[src/rtl/alu_pkg.sv]
// Shared opcodes, FSM states and flag bundle for the EXE-stage ALU.
// Flags are packed MSB-first as {N,Z,C,V} to match the status register.
package alu_pkg;

  localparam logic [3:0] OP_MOV = 4'b0001;
  localparam logic [3:0] OP_ADD = 4'b0010;
  localparam logic [3:0] OP_ADC = 4'b0011;
  localparam logic [3:0] OP_SUB = 4'b0100;
  localparam logic [3:0] OP_SBC = 4'b0101;
  localparam logic [3:0] OP_AND = 4'b0110;
  localparam logic [3:0] OP_ORR = 4'b0111;
  localparam logic [3:0] OP_EOR = 4'b1000;
  localparam logic [3:0] OP_MVN = 4'b1001;
  localparam logic [3:0] OP_MUL = 4'b1010;

  typedef enum logic {
    IDLE = 1'b0,
    MUL  = 1'b1
  } state_t;

  typedef struct packed {
    logic n;
    logic z;
    logic c;
    logic v;
  } flags_t;

endpackage

[src/rtl/alu_core.sv]
// Combinational single-cycle ALU ops and N/Z/C/V generation.
// Ports: i_a/i_b operands, i_cmd opcode, i_c carry in; o_res, o_flg.
module alu_core
  import alu_pkg::*;
#(
  parameter int WIDTH = 32,
  parameter int CMD_W = 4
) (
  input  logic [WIDTH-1:0] i_a,
  input  logic [WIDTH-1:0] i_b,
  input  logic [CMD_W-1:0] i_cmd,
  input  logic             i_c,
  output logic [WIDTH-1:0] o_res,
  output flags_t           o_flg
);

  logic w_mov, w_mvn, w_add, w_adc;
  logic w_sub, w_sbc, w_and, w_orr, w_eor;
  logic [WIDTH-1:0] w_bop;
  logic [WIDTH-1:0] w_log;
  logic [WIDTH:0]   w_sum;
  logic             w_cin;
  logic             w_arith;
  logic             w_v;

  assign w_mov = (i_cmd == CMD_W'(OP_MOV));
  assign w_mvn = (i_cmd == CMD_W'(OP_MVN));
  assign w_add = (i_cmd == CMD_W'(OP_ADD));
  assign w_adc = (i_cmd == CMD_W'(OP_ADC));
  assign w_sub = (i_cmd == CMD_W'(OP_SUB));
  assign w_sbc = (i_cmd == CMD_W'(OP_SBC));
  assign w_and = (i_cmd == CMD_W'(OP_AND));
  assign w_orr = (i_cmd == CMD_W'(OP_ORR));
  assign w_eor = (i_cmd == CMD_W'(OP_EOR));

  // Subtraction reuses the adder as a + ~b + cin.
  always_comb begin
    w_bop   = '0;
    w_cin   = 1'b0;
    w_arith = 1'b0;
    w_log   = '0;
    unique case (1'b1)
      w_mov: w_log = i_b;
      w_mvn: w_log = ~i_b;
      w_add: begin
        w_bop   = i_b;
        w_arith = 1'b1;
      end
      w_adc: begin
        w_bop   = i_b;
        w_cin   = i_c;
        w_arith = 1'b1;
      end
      w_sub: begin
        w_bop   = ~i_b;
        w_cin   = 1'b1;
        w_arith = 1'b1;
      end
      w_sbc: begin
        w_bop   = ~i_b;
        w_cin   = i_c;
        w_arith = 1'b1;
      end
      w_and: w_log = i_a & i_b;
      w_orr: w_log = i_a | i_b;
      w_eor: w_log = i_a ^ i_b;
      default: w_log = '0;
    endcase
  end

  assign w_sum = {1'b0, i_a}
               + {1'b0, w_bop}
               + {{WIDTH{1'b0}}, w_cin};

  assign o_res = w_arith ? w_sum[WIDTH-1:0] : w_log;

  // Overflow: adder inputs share a sign the result lacks.
  assign w_v = w_arith
             && (i_a[WIDTH-1] == w_bop[WIDTH-1])
             && (w_sum[WIDTH-1] != i_a[WIDTH-1]);

  assign o_flg = '{
    n: o_res[WIDTH-1],
    z: (o_res == '0),
    c: w_arith & w_sum[WIDTH],
    v: w_v
  };

endmodule

[src/rtl/pipelined_alu.sv]
// EXE-stage ALU: registered result/flags, valid/ready on both sides,
// iterative shift-add MUL. Ports: in_*/out_* handshake, result, C/V/Z/N.
module pipelined_alu
  import alu_pkg::*;
#(
  parameter int WIDTH  = 32,
  parameter int CMD_W  = 4,
  parameter bit MUL_EN = 1'b1
) (
  input  logic             clk,
  input  logic             rst,
  input  logic             in_valid,
  output logic             in_ready,
  input  logic [WIDTH-1:0] in1,
  input  logic [WIDTH-1:0] in2,
  input  logic [CMD_W-1:0] EXE_CMD,
  input  logic             C_in,
  output logic             out_valid,
  input  logic             out_ready,
  output logic [WIDTH-1:0] result,
  output logic             C,
  output logic             V,
  output logic             Z,
  output logic             N
);

  localparam int CNT_W = $clog2(WIDTH);

  state_t           r_state;
  logic [CNT_W-1:0] r_cnt;
  logic [WIDTH-1:0] r_mcand;
  logic [WIDTH-1:0] r_mplier;
  logic [WIDTH-1:0] r_acc;
  logic             r_cmul;
  logic [WIDTH-1:0] r_result;
  flags_t           r_flags;
  logic             r_out_valid;

  logic             w_accept;
  logic             w_is_mul;
  logic             w_mul_done;
  logic [WIDTH-1:0] w_acc_nxt;
  logic [WIDTH-1:0] w_core_res;
  flags_t           w_core_flg;

  alu_core #(
    .WIDTH (WIDTH),
    .CMD_W (CMD_W)
  ) u_core (
    .i_a   (in1),
    .i_b   (in2),
    .i_cmd (EXE_CMD),
    .i_c   (C_in),
    .o_res (w_core_res),
    .o_flg (w_core_flg)
  );

  assign in_ready = (r_state == IDLE)
                  && (!r_out_valid || out_ready);
  assign w_accept = in_valid && in_ready;
  assign w_is_mul = MUL_EN
                  && (EXE_CMD == CMD_W'(OP_MUL));

  assign w_acc_nxt  = r_acc
                    + (r_mplier[0] ? r_mcand : '0);
  assign w_mul_done = (r_state == MUL)
                    && (r_cnt == '0);

  always_ff @(posedge clk) begin
    if (rst) begin
      r_state     <= IDLE;
      r_cnt       <= '0;
      r_mcand     <= '0;
      r_mplier    <= '0;
      r_acc       <= '0;
      r_cmul      <= 1'b0;
      r_result    <= '0;
      r_flags     <= '0;
      r_out_valid <= 1'b0;
    end else begin
      unique case (r_state)
        IDLE: begin
          if (w_accept && w_is_mul) begin
            r_state  <= MUL;
            r_cnt    <= CNT_W'(WIDTH - 1);
            r_mcand  <= in1;
            r_mplier <= in2;
            r_acc    <= '0;
            r_cmul   <= C_in;
          end
        end
        MUL: begin
          r_acc    <= w_acc_nxt;
          r_mcand  <= r_mcand << 1;
          r_mplier <= r_mplier >> 1;
          r_cnt    <= r_cnt - CNT_W'(1);
          if (r_cnt == '0) r_state <= IDLE;
        end
        default: r_state <= IDLE;
      endcase

      // A MUL in flight implies in_ready=0, so the
      // three sources below never collide.
      if (w_accept && !w_is_mul) begin
        r_result    <= w_core_res;
        r_flags     <= w_core_flg;
        r_out_valid <= 1'b1;
      end else if (w_mul_done) begin
        r_result    <= w_acc_nxt;
        r_flags     <= '{
          n: w_acc_nxt[WIDTH-1],
          z: (w_acc_nxt == '0),
          c: r_cmul,
          v: 1'b0
        };
        r_out_valid <= 1'b1;
      end else if (out_ready) begin
        r_out_valid <= 1'b0;
      end
    end
  end

  assign out_valid = r_out_valid;
  assign result    = r_result;
  assign N         = r_flags.n;
  assign Z         = r_flags.z;
  assign C         = r_flags.c;
  assign V         = r_flags.v;

endmodule

[config.mk]
export PLATFORM = sky130hd
export DESIGN_NAME = pipelined_alu
export DESIGN_NICKNAME = d
export VERILOG_FILES = /design/src/rtl/alu_pkg.sv /design/src/rtl/alu_core.sv /design/src/rtl/pipelined_alu.sv
export SDC_FILE = /design/constraint.sdc
export NUM_CORES = 1
export LEC_CHECK = 0
export CAP_MARGIN = 10
export CORE_MARGIN = 10
export CORE_UTILIZATION = 49
export DETAILED_ROUTE_END_ITERATION = 7
export PLACE_DENSITY_LB_ADDON = 0.15
export SKIP_CTS_REPAIR_TIMING = 1
export SYNTH_ARGS = -nofsm -noshare
export SYNTH_HDL_FRONTEND = slang
export SYNTH_SLANG_ARGS = --single-unit
[constraint.sdc]
create_clock -name clk -period 11.08 [get_ports clk]
set_input_delay 1.108 -clock clk [delete_from_list [all_inputs] [get_ports clk]]
set_output_delay 1.108 -clock clk [all_outputs]
set_load 0.01 [all_outputs]
# Yosys cells after proc, flatten, opt, wreduce, memory -nomap -nowiden
# Index checks and enable logic that the tools add are counted.
dict set report totals {
  register_bits 140
  latchBits 0
  ramBits 0
  mem_bits_ro 0
  input_bits 73
  out_inout_bits 38
  elab_cells 79
  n_memories 0
}
dict set report op_classes {
  n_addsub 4
  n_mul 0
  div 0
  magnitude_cmp 0
  eq_ne 13
  n_shift 0
  mux 24
  bitwise_logic 6
  n_reduce_logical 20
}
# cell count
set ops {}
lappend ops {{$pmux W32 S2} 4}
lappend ops {{$mux W32} 7}
lappend ops {{$pmux W32 S5} 1}
lappend ops {{$logic_not A32 Y1} 2}
lappend ops {{$add A32 B32 Y33} 1}
lappend ops {{$add A33 B1 Y33} 1}
lappend ops {{$add A32 B32 Y32} 1}
lappend ops {{$and A32 B32 Y32} 1}
lappend ops {{$not A32 Y32} 1}
lappend ops {{$or A32 B32 Y32} 1}
lappend ops {{$xor A32 B32 Y32} 1}
lappend ops {{$eq A4 B3 Y1 const B} 4}
lappend ops {{$eq A4 B4 Y1 const B} 3}
lappend ops {{$pmux W5 S2} 1}
lappend ops {{$eq A4 B2 Y1 const B} 2}
lappend ops {{$mux W4} 2}
lappend ops {{$logic_and A1 B1 Y1} 7}
lappend ops {{$mux W1} 6}
lappend ops {{$reduce_or A2 Y1} 3}
lappend ops {{$logic_not A5 Y1} 1}
lappend ops {{$mux W5} 1}
lappend ops {{$sub A5 B1 Y5 const B} 1}
lappend ops {{$eq A4 B1 Y1 const B} 1}
lappend ops {{$pmux W1 S2} 2}
lappend ops {{other kinds (11)} 12}

# Depth between registers and ports, before layout
dict set report logic_depth {
  word_depth 8
  ltp_mapped 18
  depth_no_buf 16
}

# By module
# From an unflattened synthesis, not the netlist that was laid out.
dict set report unflattened {
  hier_cells 1640
  area_unflattened_um2 12049.1
}
# module n_inst cells_each area_per_inst_um2 seq_area_each_um2
set by_module_without_submodules {}
lappend by_module_without_submodules {pipelined_alu 1 945 7352.1 2802.7}
lappend by_module_without_submodules {alu_core 1 695 4697.0 0.0}

# Least setup slack after synthesis
# Ideal clock, no wire load.
dict set report synth_timing {
  kind {input -> register}
  start {input EXE_CMD[0]}
  end {register r_flags, in the netlist Z}
  setup_time_ns 0.062
  arrival_ns 4.720
  required_time_ns 11.018
  path_slack_ns 6.298
  path_stages 17
  path_buffers 3
  path_cell_list {clkbuf_1 > inv_1 > clkbuf_1 > clkbuf_1 > o2111a_1 > fa_1 > fa_1 > nand3_1 > a21oi_1 > o21ai_0 > o211ai_1 > a21o_1 > o311a_1 > nand3b_1 > nor4_1 > nand3_1 > nand3_1}
}
dict set report synth_via {
  elab_chain_len 8
  elab_cells_between_ends 26
  classes_between {add/sub: 2; eq/ne: 10; mux: 6; reduce/logical: 8}
}
# element line
set synth_lines {}
lappend synth_lines {{start: declaration} pipelined_alu.sv:16} ;# input logic [CMD_W-1:0] EXE_CMD,
lappend synth_lines {{$eq A4 B3 Y1, or another cell as far along} alu_core.sv:31} ;# assign w_sbc = (i_cmd == CMD_W'(OP_SBC));
lappend synth_lines {{$reduce_or A2 Y1 (no source line)} -}
lappend synth_lines {{$pmux W32 S2} alu_core.sv:42} ;# unique case (1'b1)
lappend synth_lines {{$add A32 B32 Y33} alu_core.sv:72} ;# + {1'b0, w_bop}
lappend synth_lines {{$add A33 B1 Y33} alu_core.sv:73} ;# + {{WIDTH{1'b0}}, w_cin};
lappend synth_lines {{$mux W32} alu_core.sv:75} ;# assign o_res = w_arith ? w_sum[WIDTH-1:0] : w_log;
lappend synth_lines {{$logic_not A32 Y1} alu_core.sv:84} ;# z: (o_res == '0),
lappend synth_lines {{$mux W4} pipelined_alu.sv:104} ;# if (w_accept && !w_is_mul) begin
lappend synth_lines {{end signal: assignment} pipelined_alu.sv:106} ;# r_flags <= w_core_flg;
lappend synth_lines {{end signal: assignment} pipelined_alu.sv:110} ;# r_flags <= '{
lappend synth_lines {{end: declaration} pipelined_alu.sv:36} ;# flags_t r_flags;
# Parallel ways exist; a longest one is shown, timed or not.
# A chain may end at the register's enable or synchronous reset.

# Final worst setup path
dict set report layout_timing {
  start {input EXE_CMD[1]}
  end {register r_flags, in the netlist Z}
}
# Same word-level chain as after synthesis.

==> summary.txt <==
Outcome
  – Status: complete, no violations

Place
  – Placed Cells: 2,010
  – Placer Congestion: 0.962
  – Final HPWL DP: 33,700 um
  – Number of buffers added on ports: 110

Cells and area
  – Non-Filler Instances: 2,042
  – Nets: 1,909
  – Layout cells sized above 1: 4.37%
  – Layout area overhead: 15.2%
  – N_diodes: 0
  – Fin util: 57.7%

Die
  – Die Ht: 178 um
  – Row cnt: 57
  – Die width: 178 um
  – Initial core utilization: 50.0%
  – Core box area: 24,400 um^2
  – Die area: 31,600 um^2
  – I/O pins: 111

Timing
  – FMAX: 0.168 GHz
  – Worst-margin pin slew: 1230 ps
  – Finish-stage setup viols: 0
  – Post-route minimum period: 5960 ps
  – Setup TNS Final: 0 ps
  – Slew headroom: 17.8%
  – Final clock skew: 16.8 ps
  – Final Cycle Share: 53.8%
  – Max-slew violations: 0
  – Number of hold violations in the final report: 0
  – RSZ-0062 raised after global routing: no

Critical path
  – Reg2reg end: Z$_SDFFE_PP0P_
  – Highest net fanout along the worst path: 32
  – CP max stage delay: 980 ps
  – Worst R2R Setup Slack: 6840 ps
  – Required @ worst endpoint: 11,470 ps
  – Top cell by count, worst path: nand3_1
  – CP max stage cell: a2111oi_0
  – Critical path arrival: 6350 ps
  – CP Class: in2reg
  – CP Launch Type: input pin
  – Reg2Reg Launch Point: r_mplier[0]$_SDFFE_PP0P_
  – CP Capture Type: flop
  – FF-to-FF path depth: 14
  – Crit-path cells: clkdlybuf4s50_1 > inv_1 > nand3_1 > o21ai_0 > fa_1 > fa_1 > nand3_1 > nand2_1 > xor2_1 > a2111oi_0 > and4_1 > nand4_1 > nor4_1 > nand3_1 > nand3_1
  – Crit path buffers/inverters: 2
  – CP delay by family, top: simple AND/OR/NAND/NOR gates

Power
  – Worst vdd ir: 0.0843 mV
  – Leakage power: 5.81 nW
  – Cell Pwr Density: 103 nW/um^2

Detailed routing
  – Initial DRC count: 1,206
  – Vias post-DR: 13,200
  – First-pass DRT Iterations: 6
  – Routed len/inst: 22.1 um
  – Drt via density: 6.46
  – Final ANT Viol Nets: 0
  – Final WL: 45,100 um
  – # DRC: 0

Yosys
  – Mean post-synth cell area: 7.32 um^2
  – Cell Area, Synth: 12,200 um^2
  – Top FF cell, synth: dfxtp_1
  – Mapped Nets: 1,872
  – Post-synthesis cell type count: 79
  – Async SR Flop Fraction: 0%
  – Seq/Total Area, Yosys: 22.8%
  – Post-synth EDFFs: 0
  – #FFs+latches synth: 139
  – Cells after Synth: 1,668
  – Yosys Warn Count: 0

Global route
  – Overflow after GRT: 0
  – GRT Util Overall: 27.7%
  – Global-route wire length before repair: 69,200 um
  – Antenna violations before repair: 1
  – Vias in the first global route: 12,200
  – Largest net degree at the start of global routing: 79

Clock network
  – Clk Latency, worst-skew pair: 450 ps
  – Root Driver: clkbuf_16
  – Clock Pin Slew Worst Setup and Hold Paths: 80 ps
  – H-tree lvl count: 4
  – Num Clock Sinks: 139
  – CTS tree: built
  – Clk buf depth: 2
  – Total CTS buffers: 17

Run
  – Max-cap violation count: 0

Worst hold path
  – Hold path endpoint: r_mplier[10]$_SDFFE_PP0P_
  – Hold Path Cell Cnt: 2
  – HP Class: reg2reg
  – Hold_sp: r_mplier[10]$_SDFFE_PP0P_
## layer usage
layer  vias to the layer above  track usage, %  share of wire, %
met1                      6399            37.1                44
met3                        62            4.48               7.8
li1                       6204               -                 -
met4                         0            6.95               1.8
met2                       519            45.3                46
met5                         -               0                 0
## worst register-to-register path, stage by stage, from the launching register on
cell	delay [ps]
dfxtp_1	300
buf_4	220
and2_1	180
ha_1	200
fa_1	400
a211oi_1	400
o21ai_1	160
nand4_1	350
a2111oi_0	230
or3_1	400
a221oi_1	440
nand4b_1	190
nor4_1	330
nand4_1	220
nand3_1	140
## synthesized netlist by cell type, types with 18 or more instances
cell | instances | area (um^2)
a221oi_1 | 23 | 201
clkbuf_1 | 98 | 368
nor2_1 | 100 | 375
nand2_1 | 228 | 856
a211oi_1 | 20 | 150
nand3_1 | 52 | 260
a21o_1 | 23 | 173
xor2_1 | 20 | 175
and3_1 | 22 | 138
mux2i_1 | 21 | 210
and2_1 | 47 | 294
ha_1 | 128 | 1600
dfxtp_1 | 139 | 2780
nand4_1 | 22 | 138
inv_1 | 83 | 312
o211ai_1 | 18 | 135
o22ai_1 | 25 | 156
a21oi_1 | 197 | 986
o21ai_0 | 80 | 400
a22oi_1 | 84 | 631
## state kept, by name, indices dropped and copies added (netlist names)
| register | flops |
|---|---|
| C | 1 |
| Z | 1 |
| result | 32 |
| r_mcand | 32 |
| r_state | 1 |
| r_mplier | 32 |
| out_valid | 1 |
| r_cmul | 1 |
| r_cnt | 5 |
| V | 1 |
| r_acc | 32 |
## worst max path at each step
stage	startpoint	cells after the start	end	slack [ps]
2_1_floorplan	EXE_CMD[0]	17	Z$_SDFFE_PP0P_	6300
3_3_place_gp	EXE_CMD[1]	15	Z$_SDFFE_PP0P_	4910
3_5_place_dp	EXE_CMD[1]	15	Z$_SDFFE_PP0P_	4900
4_1_cts	EXE_CMD[1]	15	Z$_SDFFE_PP0P_	5330
5_1_grt	EXE_CMD[1]	15	Z$_SDFFE_PP0P_	4810
6_report	EXE_CMD[1]	15	Z$_SDFFE_PP0P_	5120
## power breakdown
part / leakage [nW] / internal [mW] / switching, mW
Combinational: 4.40 / 0.125 / 0.197
Clock: 0.283 / 0.305 / 0.301
Sequential: 1.13 / 0.511 / 0.0111
Total: 5.81 / 0.941 / 0.509
## through the flow
step | cell area (um^2) | setup WS [ps] | hold WS [ps] | power (mW)
after floorplan | 12200 | 6300 | 437 | 0.717
after global placement | 13500 | 4910 | 443 | 0.846
after detailed placement | 13500 | 4900 | 450 | 0.850
after CTS | 14100 | 5330 | 460 | 1.45
after global routing | 14100 | 4810 | 473 | 1.50
final | 14100 | 5120 | 459 | 1.45
## cell type report
cell class                 count  area (um^2)
clock buffer                  17          425
multi-input combinational   1334         8720
sequential                   139         2790
fill                        2414        10300
timing repair buffer         129         1240
clock inverter                15          173
inverter                      84          315
tap                          324          405
## cells by family (layout without fill, tap and decap cells)
family / count (synthesis) / after routing / synth area share [%]
xor gates and xnor gates: 34 / 34 / 2.44
muxes: 22 / 22 / 1.81
buffers and inverters: 195 / 245 / 6.11
adders and majority gates: 131 / 131 / 13.6
AOI/OAI and AO/OA: 597 / 597 / 31.9
DFF: 139 / 139 / 22.8
and+or+nand+nor: 550 / 550 / 21.4
## cell usage in the layout (no fill, tap or decap), types with 25 or more instances in the layout
cell type / Yosys / final
nand3_1: 52 / 52
dfxtp_1: 139 / 138
ha_1: 128 / 128
a22oi_1: 84 / 84
o21ai_0: 80 / 80
and2_1: 47 / 47
o22ai_1: 25 / 25
nand2_1: 228 / 228
a21oi_1: 197 / 197
inv_1: 83 / 83
nor2_1: 100 / 96
clkdlybuf4s50_1: 0 / 109
Note: power is estimated with default switching activity, not from simulation.
==> RTL change 1, RTL diff (same settings) <==
`CMD_W` is set to 4 in 2 places; all go to 6.
--- a/src/rtl/alu_core.sv
+++ b/src/rtl/alu_core.sv
@@ -5,5 +5,5 @@
 #(
   parameter int WIDTH = 32,
-  parameter int CMD_W = 4
+  parameter int CMD_W = 6
 ) (
   input  logic [WIDTH-1:0] i_a,
--- a/src/rtl/pipelined_alu.sv
+++ b/src/rtl/pipelined_alu.sv
@@ -5,5 +5,5 @@
 #(
   parameter int WIDTH  = 32,
-  parameter int CMD_W  = 4,
+  parameter int CMD_W  = 6,
   parameter bit MUL_EN = 1'b1
 ) (
Interface: changed (resized EXE_CMD); port bits go from 111 to 113. The function was not compared with the original's and may differ.
==> RTL change 1 against the original RTL <==
- cell area decreased by 1.3%
- synthesized area decreased by 1.2%
- non-clock buffer count decreased by 2
- clock power decreased by 4.5%
- sequential cell count unchanged
- worst setup slack got worse by 0.61 ns
- total power decreased by 11%
- worst hold slack got worse by 0.0038 ns
- sequential power decreased by 2%
- routed wire length decreased by 13%
- critical path type unchanged
- largest cell class unchanged
- largest power group unchanged
- highest routed layer unchanged
==> RTL change 1: results (changes against the original RTL) <==
count of filler cells inserted in the layout: 2351 (-2.6%)
status: finished clean
initial antenna violation count: 0 (-1)
Period minus WS final: 6.57 ns (+0.611 ns)
Vias: 12360 (-6.3%)
Cell variety after synth: 77 (-2.5%)
Max-slew headroom: 25.4% (+7.6 points)
minimum hold slack: 0.455 ns (-0.00383 ns)
Port Buf Inserts: 112 (+1.8%)
routed len/inst: 19.3 microns (-13%)
reg-to-reg slack, setup: 6.35 ns (-0.49 ns)
Hold Startpoint: r_mplier[12]
routed length on met1: 18.2 mm (-8.2%)
vias in the first global route: 11271 (-7.8%)
routed vias/inst: 6.08 (-5.8%)
met1 global-route usage: 35.4% (-1.6 points)
crit-path max FO: 33 (+3.1%)
clock skew: 0.0154 ns (-0.00135 ns)
Setup crit start: EXE_CMD[3]
drt first pass iters: 5 (-1)
leakage power total: 5.65 nW (-2.8%)
GPL Wtd Cong: 1.01 (+4.8%)
largest net degree at the start of global routing: 80 (+1.3%)
Iteration-0 DRC Markers: 1246 (+3.3%)
share of post-route cells with drive strength above 1: 4.39% (+0.023 points)
[RTL change 1: changes by cell type in the layout (fill, tap and decap cells not counted), moves of 11 or more]
cell	unedited run	this run
nand2_1	228	211
and3_1	22	6
o21ai_0	80	96
xnor2_1	14	38
nand3_1	52	25
xor2_1	20	44
o22ai_1	25	3
a21oi_1	197	208
inv_1	83	98
nor2_1	96	139
[RTL change 1: report_power, final]
part | total [mW] | internal, mW | switching, mW
Combinational | 0.204 | 0.0822 | 0.122
Sequential | 0.509 | 0.504 | 0.00461
Clock | 0.578 | 0.333 | 0.245
[RTL change 1: layout make-up]
type | count | area, sq um | area share (%)
well taps | 324 | 405 | 2.92
flip-flops and latches | 139 | 2790 | 20.1
clock inverters | 13 | 144 | 1.04
clock buffers | 19 | 433 | 3.12
multi-input cells | 1313 | 8520 | 61.4
inverters | 98 | 368 | 2.65
repair buffers | 127 | 1230 | 8.83
==> RTL change 2, RTL diff (config.mk and constraints unchanged) <==
Made on the original files. Reset style: asynchronous (`rst`), changed in one clocked block.
--- a/src/rtl/pipelined_alu.sv
+++ b/src/rtl/pipelined_alu.sv
@@ -67,5 +67,5 @@
                     && (r_cnt == '0);
 
-  always_ff @(posedge clk) begin
+  always_ff @(posedge clk or posedge rst) begin
     if (rst) begin
       r_state     <= IDLE;
Behaviour: differs if rst is asserted again (counterexample within 4 cycles, from zero or initial values and one cycle with rst high); with rst held inactive, the same outputs for 4 cycles.
==> RTL change 2 against the original RTL <==
- sequential cell count unchanged
- via count decreased by 8.8%
- worst setup slack got worse by 0.073 ns
- synthesized area increased by 1.5%
- worst hold slack improved by 0.018 ns
- cell area increased by 1.4%
- synthesized cell count decreased by 9.6%
- clock skew decreased by 0.0043 ns
- routed wire length decreased by 11%
- largest cell class unchanged
Power is not compared: it rests on default switching activity, and its combinational part moved more than twofold at a synthesized area within 25%.
==> RTL change 2: results (changes against the original RTL) <==
vias in the first global route: 11168 (-8.7%)
crit-path max FO: 44 (+38%)
Hold Startpoint: r_mplier[8]
reg-to-reg slack, setup: 6.49 ns (-0.35 ns)
global-route wire length before repair: 62.3 mm (-10%)
Total GRT Usage: 24.6% (-3.1 points)
CP arrival: 6.37 ns (+0.02 ns)
Period minus WS final: 6.03 ns (+0.0728 ns)
Post-Synthesis Cells: 1508 (-9.6%)
status: finished clean
Cell variety after synth: 83 (+5.1%)
GPL Wtd Cong: 1.00 (+4.4%)
post-DP HPWL: 29.7 mm (-12%)
initial antenna violation count: 0 (-1)
minimum hold slack: 0.477 ns (+0.0182 ns)
ys async rst share: 100% (+100 points)
Worst Hold End: r_mplier[8]
Iteration-0 DRC Markers: 1434 (+19%)
post-layout net count: 1765 (-7.5%)
Skew-Pair Late Insertion Delay: 0.43 ns (-0.02 ns)
Reg-to-Reg End: Z
Synth area leaders: dfrtp_1, ha_1, nand2_1, a22oi_1, o21ai_0
drt first pass iters: 5 (-1)
slowest CP cell: nand2b_1
clock skew: 0.0125 ns (-0.00429 ns)
largest net degree at the start of global routing: 78 (-1.3%)
Area after DPL: 13700 sq um (+1.7%)
==> RTL change 2: changes by cell type in the layout (fill, tap and decap cells not counted), moves of 26 or more <==
cell and change:
nand2_1 -78, nor2_1 +26, a221o_1 +45, dfrtp_1 +138
dfxtp_1 -138, a21oi_1 -105, nand3_1 -34
==> RTL change 2: cells by family after synthesis <==
group	share of synthesized area (%)
compound gates	31.7
simple gates	17.6
buf+inv	5.72
flops	28.1
fa+ha+maj	13.4
xor+xnor	2.90
mux	0.646
==> RTL change 2: worst reg2reg max path: stages (launching register included) <==
cell	delay [ns]
dfrtp_1	0.68
and2_1	0.34
ha_1	0.21
fa_1	0.42
a21o_1	0.24
a221oi_1	0.45
xnor2_1	0.29
o2111ai_1	0.20
a2111oi_0	0.41
o2111ai_1	0.19
nor4_1	0.33
nand4_1	0.17
nor4_1	0.39
a21oi_1	0.09
o31ai_1	0.08
==> RTL change 2: final cells by class <==
class                   count  area (sq um)  area share, %
flip-flops and latches    139          3480           24.4
clock inverters            12           115          0.807
repair buffers            127          1230           8.62
clock buffers              20           447           3.13
inverters                  89           339           2.38
multi-input cells        1187          8240           57.8
well taps                 330           413           2.90
==> RTL change 2: worst max path at each step <==
stage / endpoint / start / depth (start not counted)
final: Z / EXE_CMD[3] / 17
after global routing: Z / EXE_CMD[3] / 17
after CTS: Z / EXE_CMD[3] / 17
after detailed placement: Z / EXE_CMD[3] / 17
after global placement: Z / EXE_CMD[3] / 17
after floorplan: Z / EXE_CMD[0] / 20
==> RTL change 2: routing by layer <==
metal	share of wire, %	track usage, %	vias to the layer above
li1	-	-	5718
met5	0	0	-
met2	43	35.8	514
met4	1.5	6.23	0
met3	8.7	5.31	41
met1	47	35.9	5751
